## config.mk

```make
export PLATFORM = sky130hd
export DESIGN_NAME = reservation_rob_flat
export DESIGN_NICKNAME = d
export VERILOG_FILES = /design/src/rtl/reservation_rob_if.sv /design/src/rtl/reservation_rob.sv /design/src/flat_wrapper.sv
export SDC_FILE = /design/constraint.sdc
export NUM_CORES = 2
export LEC_CHECK = 0
export CAP_MARGIN = 20
export CELL_PAD_IN_SITES_DETAIL_PLACEMENT = 1
export CELL_PAD_IN_SITES_GLOBAL_PLACEMENT = 1
export CORE_MARGIN = 4
export CORE_UTILIZATION = 41
export CTS_CLUSTER_DIAMETER = 50
export DETAILED_ROUTE_END_ITERATION = 6
export PLACE_DENSITY_LB_ADDON = 0.1
export SETUP_SLACK_MARGIN = 0.15
export SLEW_MARGIN = 40
export SYNTH_ARGS = -nofsm -noshare
export SYNTH_HDL_FRONTEND = slang
export SYNTH_SLANG_ARGS = --single-unit
```

## constraint.sdc

```tcl
create_clock -name clk -period 7.7 [get_ports clk]
set_input_delay 1.54 -clock clk [delete_from_list [all_inputs] [get_ports clk]]
set_output_delay 1.54 -clock clk [all_outputs]
set_load 0.05 [all_outputs]
```

## src/rtl/reservation_rob_if.sv

```systemverilog
// reservation_rob_if: bundles every non-clock/reset signal of reservation_rob.
// Handshake semantics:
//   alloc  : alloc_valid is a request; it takes effect at the edge only when
//            full=0 and halt=0 at that edge (no separate ready signal).
//   disp   : disp_valid/disp_ready transfer an entry at the rising edge when
//            both are 1; disp_valid never depends on disp_ready.
//   cdb    : cdb_valid qualifies cdb_tag/cdb_data; always accepted.
//   commit : commit_valid=1 means the head entry retires at the next edge.
interface reservation_rob_if #(
  parameter int DATA_WIDTH = 32,
  parameter int TAG_WIDTH  = 4,
  parameter int EXEC_WIDTH = 4
) ();
  logic                  halt;
  logic                  alloc_valid;
  logic [EXEC_WIDTH-1:0] alloc_exec_id;
  logic                  rs1_valid;
  logic [TAG_WIDTH-1:0]  rs1_tag;
  logic [DATA_WIDTH-1:0] rs1_data;
  logic                  rs2_valid;
  logic [TAG_WIDTH-1:0]  rs2_tag;
  logic [DATA_WIDTH-1:0] rs2_data;
  logic [TAG_WIDTH-1:0]  alloc_tag;
  logic                  full;
  logic                  cdb_valid;
  logic [TAG_WIDTH-1:0]  cdb_tag;
  logic [DATA_WIDTH-1:0] cdb_data;
  logic                  disp_valid;
  logic                  disp_ready;
  logic [DATA_WIDTH-1:0] disp_op1;
  logic [DATA_WIDTH-1:0] disp_op2;
  logic [EXEC_WIDTH-1:0] disp_exec_id;
  logic [TAG_WIDTH-1:0]  disp_tag;
  logic                  commit_valid;
  logic [TAG_WIDTH-1:0]  commit_tag;
  logic [DATA_WIDTH-1:0] commit_data;

  modport master (
    output halt, alloc_valid, alloc_exec_id,
    output rs1_valid, rs1_tag, rs1_data, rs2_valid, rs2_tag, rs2_data,
    output cdb_valid, cdb_tag, cdb_data, disp_ready,
    input  alloc_tag, full, disp_valid, disp_op1, disp_op2, disp_exec_id,
    input  disp_tag, commit_valid, commit_tag, commit_data
  );

  modport slave (
    input  halt, alloc_valid, alloc_exec_id,
    input  rs1_valid, rs1_tag, rs1_data, rs2_valid, rs2_tag, rs2_data,
    input  cdb_valid, cdb_tag, cdb_data, disp_ready,
    output alloc_tag, full, disp_valid, disp_op1, disp_op2, disp_exec_id,
    output disp_tag, commit_valid, commit_tag, commit_data
  );
endinterface

```

## src/rtl/reservation_rob.sv

```systemverilog
// reservation_rob: combined reservation station / reorder buffer.
// Entries are allocated in order at the tail, wait for operands on the CDB,
// are dispatched oldest-ready-first, and retire in order from the head.
// Tag = entry index. Optional feature macro RESERVATION_ROB_ALLOC_BYPASS_EN:
// a CDB broadcast in the allocation cycle also wakes the new entry's sources.
module reservation_rob #(
  parameter int DATA_WIDTH = 32,
  parameter int ROB_SIZE   = 16,
  parameter int TAG_WIDTH  = 4,
  parameter int EXEC_WIDTH = 4
) (
  input logic             clk,
  input logic             rst_n,
  reservation_rob_if.slave bus
);

  localparam int PW = TAG_WIDTH + 1;

  // Per-entry control bits (reset) and payload (not reset).
  logic [ROB_SIZE-1:0]   valid_q, valid_d, disp_q, disp_d, done_q, done_d;
  logic [ROB_SIZE-1:0]   s1v_q, s1v_d, s2v_q, s2v_d;
  logic [TAG_WIDTH-1:0]  s1tag_q [ROB_SIZE];
  logic [TAG_WIDTH-1:0]  s1tag_d [ROB_SIZE];
  logic [TAG_WIDTH-1:0]  s2tag_q [ROB_SIZE];
  logic [TAG_WIDTH-1:0]  s2tag_d [ROB_SIZE];
  logic [DATA_WIDTH-1:0] op1_q [ROB_SIZE];
  logic [DATA_WIDTH-1:0] op1_d [ROB_SIZE];
  logic [DATA_WIDTH-1:0] op2_q [ROB_SIZE];
  logic [DATA_WIDTH-1:0] op2_d [ROB_SIZE];
  logic [EXEC_WIDTH-1:0] exec_q [ROB_SIZE];
  logic [EXEC_WIDTH-1:0] exec_d [ROB_SIZE];
  logic [DATA_WIDTH-1:0] result_q [ROB_SIZE];
  logic [DATA_WIDTH-1:0] result_d [ROB_SIZE];

  // Pointers carry one extra bit so full and empty are distinguishable.
  logic [PW-1:0]        head_q, head_d, tail_q, tail_d, occupancy;
  logic [TAG_WIDTH-1:0] head_idx, tail_idx, scan_idx, sel_idx;
  logic                 full_w, alloc_fire, commit_fire, disp_found, disp_fire;
  logic                 byp1, byp2;

  assign head_idx    = head_q[TAG_WIDTH-1:0];
  assign tail_idx    = tail_q[TAG_WIDTH-1:0];
  assign occupancy   = tail_q - head_q;
  assign full_w      = (occupancy == PW'(ROB_SIZE));
  assign alloc_fire  = bus.alloc_valid & ~full_w & ~bus.halt;
  assign commit_fire = valid_q[head_idx] & done_q[head_idx] & ~bus.halt;
  assign disp_fire   = disp_found & ~bus.halt & bus.disp_ready;

`ifdef RESERVATION_ROB_ALLOC_BYPASS_EN
  assign byp1 = bus.cdb_valid & (bus.cdb_tag == bus.rs1_tag);
  assign byp2 = bus.cdb_valid & (bus.cdb_tag == bus.rs2_tag);
`else
  assign byp1 = 1'b0;
  assign byp2 = 1'b0;
`endif

  // Oldest-first scan from head for a valid, undispatched, operand-ready entry.
  always_comb begin
    disp_found = 1'b0;
    sel_idx    = head_idx;
    scan_idx   = head_idx;
    for (int i = 0; i < ROB_SIZE; i++) begin
      scan_idx = head_idx + TAG_WIDTH'(i);
      if (!disp_found && valid_q[scan_idx] && !disp_q[scan_idx] &&
          s1v_q[scan_idx] && s2v_q[scan_idx]) begin
        disp_found = 1'b1;
        sel_idx    = scan_idx;
      end
    end
  end

  assign bus.alloc_tag    = tail_idx;
  assign bus.full         = full_w;
  assign bus.disp_valid   = disp_found & ~bus.halt;
  assign bus.disp_op1     = op1_q[sel_idx];
  assign bus.disp_op2     = op2_q[sel_idx];
  assign bus.disp_exec_id = exec_q[sel_idx];
  assign bus.disp_tag     = sel_idx;
  assign bus.commit_valid = commit_fire;
  assign bus.commit_tag   = head_idx;
  assign bus.commit_data  = result_q[head_idx];

  // Next-state: CDB wakeup/completion, dispatch marking, commit, allocation.
  always_comb begin
    valid_d  = valid_q;
    disp_d   = disp_q;
    done_d   = done_q;
    s1v_d    = s1v_q;
    s2v_d    = s2v_q;
    s1tag_d  = s1tag_q;
    s2tag_d  = s2tag_q;
    op1_d    = op1_q;
    op2_d    = op2_q;
    exec_d   = exec_q;
    result_d = result_q;
    head_d   = head_q;
    tail_d   = tail_q;

    // CDB is observed even while halted so no result is ever lost.
    if (bus.cdb_valid) begin
      for (int i = 0; i < ROB_SIZE; i++) begin
        if (valid_q[i]) begin
          if (!s1v_q[i] && (s1tag_q[i] == bus.cdb_tag)) begin
            s1v_d[i] = 1'b1;
            op1_d[i] = bus.cdb_data;
          end
          if (!s2v_q[i] && (s2tag_q[i] == bus.cdb_tag)) begin
            s2v_d[i] = 1'b1;
            op2_d[i] = bus.cdb_data;
          end
          if (TAG_WIDTH'(i) == bus.cdb_tag) begin
            done_d[i]   = 1'b1;
            result_d[i] = bus.cdb_data;
          end
        end
      end
    end

    if (disp_fire) disp_d[sel_idx] = 1'b1;

    if (commit_fire) begin
      valid_d[head_idx] = 1'b0;
      head_d            = head_q + PW'(1);
    end

    // The tail slot is never valid when not full, so this cannot clash with
    // the CDB or commit updates above.
    if (alloc_fire) begin
      valid_d[tail_idx] = 1'b1;
      disp_d[tail_idx]  = 1'b0;
      done_d[tail_idx]  = 1'b0;
      s1v_d[tail_idx]   = bus.rs1_valid | byp1;
      s2v_d[tail_idx]   = bus.rs2_valid | byp2;
      s1tag_d[tail_idx] = bus.rs1_tag;
      s2tag_d[tail_idx] = bus.rs2_tag;
      op1_d[tail_idx]   = (!bus.rs1_valid && byp1) ? bus.cdb_data : bus.rs1_data;
      op2_d[tail_idx]   = (!bus.rs2_valid && byp2) ? bus.cdb_data : bus.rs2_data;
      exec_d[tail_idx]  = bus.alloc_exec_id;
      tail_d            = tail_q + PW'(1);
    end
  end

  // Control state: cleared immediately by reset.
  always_ff @(posedge clk or negedge rst_n) begin
    if (!rst_n) begin
      valid_q <= '0;
      disp_q  <= '0;
      done_q  <= '0;
      s1v_q   <= '0;
      s2v_q   <= '0;
      head_q  <= '0;
      tail_q  <= '0;
    end else begin
      valid_q <= valid_d;
      disp_q  <= disp_d;
      done_q  <= done_d;
      s1v_q   <= s1v_d;
      s2v_q   <= s2v_d;
      head_q  <= head_d;
      tail_q  <= tail_d;
    end
  end

  // Payload storage: only meaningful under a set control bit, so no reset.
  always_ff @(posedge clk) begin
    s1tag_q  <= s1tag_d;
    s2tag_q  <= s2tag_d;
    op1_q    <= op1_d;
    op2_q    <= op2_d;
    exec_q   <= exec_d;
    result_q <= result_d;
  end

endmodule

```

## src/flat_wrapper.sv

```systemverilog
// flat-port wrapper written by rule: the top's interface ports become plain ports
module reservation_rob_flat 
#(
  parameter int DATA_WIDTH = 32,
  parameter int ROB_SIZE   = 16,
  parameter int TAG_WIDTH  = 4,
  parameter int EXEC_WIDTH = 4
)
  (clk, rst_n, bus_halt, bus_alloc_valid, bus_alloc_exec_id, bus_rs1_valid, bus_rs1_tag, bus_rs1_data, bus_rs2_valid, bus_rs2_tag, bus_rs2_data, bus_cdb_valid, bus_cdb_tag, bus_cdb_data, bus_disp_ready, bus_alloc_tag, bus_full, bus_disp_valid, bus_disp_op1, bus_disp_op2, bus_disp_exec_id, bus_disp_tag, bus_commit_valid, bus_commit_tag, bus_commit_data);
  reservation_rob_if #(.DATA_WIDTH(DATA_WIDTH), .TAG_WIDTH(TAG_WIDTH), .EXEC_WIDTH(EXEC_WIDTH)) bus_i ();
  input logic clk;
  input logic rst_n;
  input wire logic [$bits(bus_i.halt)-1:0] bus_halt;
  input wire logic [$bits(bus_i.alloc_valid)-1:0] bus_alloc_valid;
  input wire logic [$bits(bus_i.alloc_exec_id)-1:0] bus_alloc_exec_id;
  input wire logic [$bits(bus_i.rs1_valid)-1:0] bus_rs1_valid;
  input wire logic [$bits(bus_i.rs1_tag)-1:0] bus_rs1_tag;
  input wire logic [$bits(bus_i.rs1_data)-1:0] bus_rs1_data;
  input wire logic [$bits(bus_i.rs2_valid)-1:0] bus_rs2_valid;
  input wire logic [$bits(bus_i.rs2_tag)-1:0] bus_rs2_tag;
  input wire logic [$bits(bus_i.rs2_data)-1:0] bus_rs2_data;
  input wire logic [$bits(bus_i.cdb_valid)-1:0] bus_cdb_valid;
  input wire logic [$bits(bus_i.cdb_tag)-1:0] bus_cdb_tag;
  input wire logic [$bits(bus_i.cdb_data)-1:0] bus_cdb_data;
  input wire logic [$bits(bus_i.disp_ready)-1:0] bus_disp_ready;
  output wire logic [$bits(bus_i.alloc_tag)-1:0] bus_alloc_tag;
  output wire logic [$bits(bus_i.full)-1:0] bus_full;
  output wire logic [$bits(bus_i.disp_valid)-1:0] bus_disp_valid;
  output wire logic [$bits(bus_i.disp_op1)-1:0] bus_disp_op1;
  output wire logic [$bits(bus_i.disp_op2)-1:0] bus_disp_op2;
  output wire logic [$bits(bus_i.disp_exec_id)-1:0] bus_disp_exec_id;
  output wire logic [$bits(bus_i.disp_tag)-1:0] bus_disp_tag;
  output wire logic [$bits(bus_i.commit_valid)-1:0] bus_commit_valid;
  output wire logic [$bits(bus_i.commit_tag)-1:0] bus_commit_tag;
  output wire logic [$bits(bus_i.commit_data)-1:0] bus_commit_data;
  assign bus_i.halt = bus_halt;
  assign bus_i.alloc_valid = bus_alloc_valid;
  assign bus_i.alloc_exec_id = bus_alloc_exec_id;
  assign bus_i.rs1_valid = bus_rs1_valid;
  assign bus_i.rs1_tag = bus_rs1_tag;
  assign bus_i.rs1_data = bus_rs1_data;
  assign bus_i.rs2_valid = bus_rs2_valid;
  assign bus_i.rs2_tag = bus_rs2_tag;
  assign bus_i.rs2_data = bus_rs2_data;
  assign bus_i.cdb_valid = bus_cdb_valid;
  assign bus_i.cdb_tag = bus_cdb_tag;
  assign bus_i.cdb_data = bus_cdb_data;
  assign bus_i.disp_ready = bus_disp_ready;
  assign bus_alloc_tag = bus_i.alloc_tag;
  assign bus_full = bus_i.full;
  assign bus_disp_valid = bus_i.disp_valid;
  assign bus_disp_op1 = bus_i.disp_op1;
  assign bus_disp_op2 = bus_i.disp_op2;
  assign bus_disp_exec_id = bus_i.disp_exec_id;
  assign bus_disp_tag = bus_i.disp_tag;
  assign bus_commit_valid = bus_i.commit_valid;
  assign bus_commit_tag = bus_i.commit_tag;
  assign bus_commit_data = bus_i.commit_data;
  reservation_rob #(.DATA_WIDTH(DATA_WIDTH), .ROB_SIZE(ROB_SIZE), .TAG_WIDTH(TAG_WIDTH), .EXEC_WIDTH(EXEC_WIDTH)) u_core (.clk(clk), .rst_n(rst_n), .bus(bus_i));
endmodule
```

==> metrics.csv <==
stage,metric,value,unit
status,outcome,finished with violations,
status,failing checks,negative setup slack,
synthesis,Post-Syn Instances,8238,
sta,# setup viols final,4,
synthesis,Netlist cell types,85,
die,Die Y-Extent,464,um
detailed_routing,drt pass-1 iters,5,
final_layout,Layout fillers,21800,
placed_design,DPL Wire Length,188,mm
sta,RSZ-0062 raised after global routing,yes,
setup_path,WP buf/inv,9,
detailed_routing,1st-iter DRT viols,6049,
synthesis,sequential share of the synthesized area,51.4,%
clock_network,CTS tree,done,
placed_design,dpl cells,10600,
clock_network,H-tree levels,4,
placed_design,# port buffers,234,
setup_path,Crit-path slowest cell,mux4_2,
setup_path,crit-path most repeated cell,buf_4,
detailed_routing,Routed WL,335,mm
synthesis,Post-synth EDFFs,704,
sta,Final Hold Viols,0,
sta,Slew HR,36.3,%
synthesis,Synth Area per Inst,10.4,um2
detailed_routing,routed vias,67800,
min_path,WHS Path Cells,1,
clock_network,Clock Tree Buf Depth,3,
detailed_routing,Avg WL per Cell,29.8,um
sta,Worst Skew,0.0605,ns
final_layout,most frequent cells in the layout,"1,031 x mux2i_1, 1,024 x dfxtp_1, 972 x nand2_1, 803 x a21oi_1, 704 x edfxtp_1",
die,starting density of the core,41.2,%
setup_path,crit path DAT,6.18,ns
sta,crit path time final,7.72,ns
setup_path,max incr delay on CP,0.58,ns
die,# rows,167,
final_layout,Final Net Count,8355,
setup_path,Setup crit end kind,output pin,
setup_path,critical path type,flip-flop to output pin,
clock_network,Clock Pin Slew Worst Setup and Hold Paths,0.06,ns
synthesis,#FFs+latches synth,1818,
synthesis,async set-or-reset flop fraction in the synthesized netlist,4.95,%
placed_design,GPL Wtd Cong,0.873,
die,placeable core area,207000,um2
clock_network,cts bufs inserted,224,
detailed_routing,Routed Antenna Nets,0,
final_layout,"commonest non-fill, non-tap cell in the layout",mux2i_1,
clock_network,hold buffer count at cts,0,
die,I/O pin total,235,
final_layout,non-filler instance count after layout,11200,
sta,Max Slew Vio Count,0,
setup_path,critical path data required time,6.16,ns
clock_network,later-pin clock latency in the skew report,0.90,ns
setup_path,R2R cell count,17,
run,Max Cap Viol,0,
clock_network,CTS Root Cell,clkbuf_16,
global_route,first-pass GRT wire length,483,mm
synthesis,Post-Synthesis Net Count,8379,
sta,period utilization,100,%
clock_network,clock sink total,1818,
final_layout,Finished Cell Area,102000,um2
final_layout,final core occ,49.1,%
final_layout,ratio of cells with drive above 1 in the final layout,15.8,%
setup_path,critical path's top delay family,buffers and inverters,
setup_path,"critical path, cell by cell","inv_4, buf_4, mux4_2, nor4_1, nor4_4, nor4b_4, buf_4, nand4b_4, buf_12, nor4b_4, buf_4, o41a_1, a31o_4, buf_12, inv_16, buf_12, mux4_2, a22o_1, a211o_4, buf_4",
die,die width,464,um
sta,Least-Margin Pin Slew,0.955,ns
synthesis,Syn Std Cell Area,85400,um2
global_route,initial antenna violation count,29,
global_route,Global Route Usage Sum,29.8,%
global_route,Overflow after GRT,0,
detailed_routing,drt drc,0,
final_layout,P&R area growth vs syn,19.1,%
synthesis,Ys Warns,0,
global_route,vias in the first global route,68800,
sta,PnR worst setup slack,-0.0162,ns
setup_path,maximum fanout along the worst path,11,
sta,total negative slack,-0.0329,ns
placed_design,Placement Cell Area,90400,um2
die,die footprint,216000,um2
min_path,hold crit path type,flip-flop to flip-flop,
setup_path,path length in cells of the critical path,20,
setup_path,Startpoint Class,flip-flop,
sta,Max Clock Freq,0.130,GHz
synthesis,Synth Flop Type,dfxtp_1,
detailed_routing,vias per cell,6.04,
global_route,largest net degree at the start of global routing,137,
## metrics by stage
step	hold slack [ns]	setup WS, ns
2_1_floorplan	0.461	0.407
6_report	0.490	-0.0162
5_1_grt	0.520	-0.234
3_5_place_dp	0.486	0.0399
3_3_place_gp	0.472	-0.0562
4_1_cts	0.494	0.0276
## metal layers
metal	GRT usage [%]	vias up	part of all wire [%]
met4	10.4	22	3.5
met2	48.8	2325	47
met1	40.2	34900	44
met5	0	-	0.036
li1	-	30000	-
met3	4.63	602	6.1
## flip-flops by register name, summed over array words and instances (netlist names), 16 cells and up
| register | count |
|---|---|
| u_core.done_q | 16 |
| u_core.op2_q | 512 |
| u_core.s2tag_q | 64 |
| u_core.s1v_q | 16 |
| u_core.s2v_q | 16 |
| u_core.op1_q | 512 |
| u_core.disp_q | 16 |
| u_core.result_q | 512 |
| u_core.s1tag_q | 64 |
| u_core.exec_q | 64 |
| u_core.valid_q | 16 |
## kinds of logic after synthesis
kind of cell	count (synthesis)	synth area share, %
AND/OR/NAND/NOR	2125	10.6
AO/OA/AOI/OAI	1945	13.2
flip-flops	1818	51.4
multiplexers	1287	18.8
buffers and inverters	889	4.11
XOR/XNOR	153	1.58
adder cells (fa/ha/maj)	21	0.308
## repair_timing
action / CTS / global route
hold endpoints to repair: 0 / 0
setup buffers: 72 / 23
resized for setup: 268 / 142
setup endpoints to repair: 69 / 68
cloned: 27 / 11
pin swaps: 45 / 47
## cell type report
| cell class | instances | area (um2) | share of cell area (%) |
|---|---|---|---|
| multi-input combinational | 5531 | 39300 | 38.6 |
| clock buffer | 282 | 6030 | 5.93 |
| timing repair inverter | 8 | 140 | 0.138 |
| clock inverter | 141 | 1690 | 1.66 |
| timing repair buffer | 596 | 6900 | 6.79 |
| sequential | 1818 | 43900 | 43.2 |
| tap | 2788 | 3490 | 3.43 |
| inverter | 35 | 218 | 0.214 |
| antenna | 18 | 45.0 | 0.0443 |
## final timing paths
check / end / slack [ns] / start
min in group asynchronous: u_core.s2v_q[5] / 0.61 / rst_n
max: bus_disp_op1[23] / -0.02 / u_core.head_q[0]
max reg2reg: u_core.op2_q[502] / 2.31 / u_core.head_q[0]
max in group asynchronous: u_core.s1v_q[12] / 6.07 / rst_n
min: u_core.tail_q[4] / 0.49 / u_core.tail_q[4]
min reg2reg: u_core.tail_q[4] / 0.49 / u_core.tail_q[4]
## cells in the mapped netlist, types with 6 or more instances
library cell	instances	area (um2)
dfrtp_1	90	2250
and2_1	12	75.1
o21a_1	7	52.6
clkbuf_1	673	2530
nand2b_1	15	93.8
and4b_1	16	160
o22ai_1	8	50.1
buf_4	13	97.6
a22o_1	72	631
nor2b_1	12	75.1
mux2i_1	1032	10300
nand3_1	190	951
xor2_1	38	333
o211ai_1	8	60.1
buf_6	7	78.8
buf_1	103	387
a211o_1	70	613
a211oi_1	70	526
nand4_1	10	62.6
inv_1	29	109
or3_1	6	37.5
ha_1	21	263
mux4_2	251	5650
a31oi_1	76	475
nor2_1	666	2500
nor4_1	37	231
nor3_1	58	290
nand2_1	975	3660
a21oi_1	809	4050
buf_2	57	285
edfxtp_1	704	21100
a2111oi_0	68	596
xnor2_1	114	998
and3_1	88	551
nand4b_1	15	131
dfxtp_1	1024	20500
o21ai_0	634	3170
a32oi_1	71	622
Power is left out: the tool's default activity adds up to more than one toggle a clock period on the data nets, which glitch-free logic cannot reach.
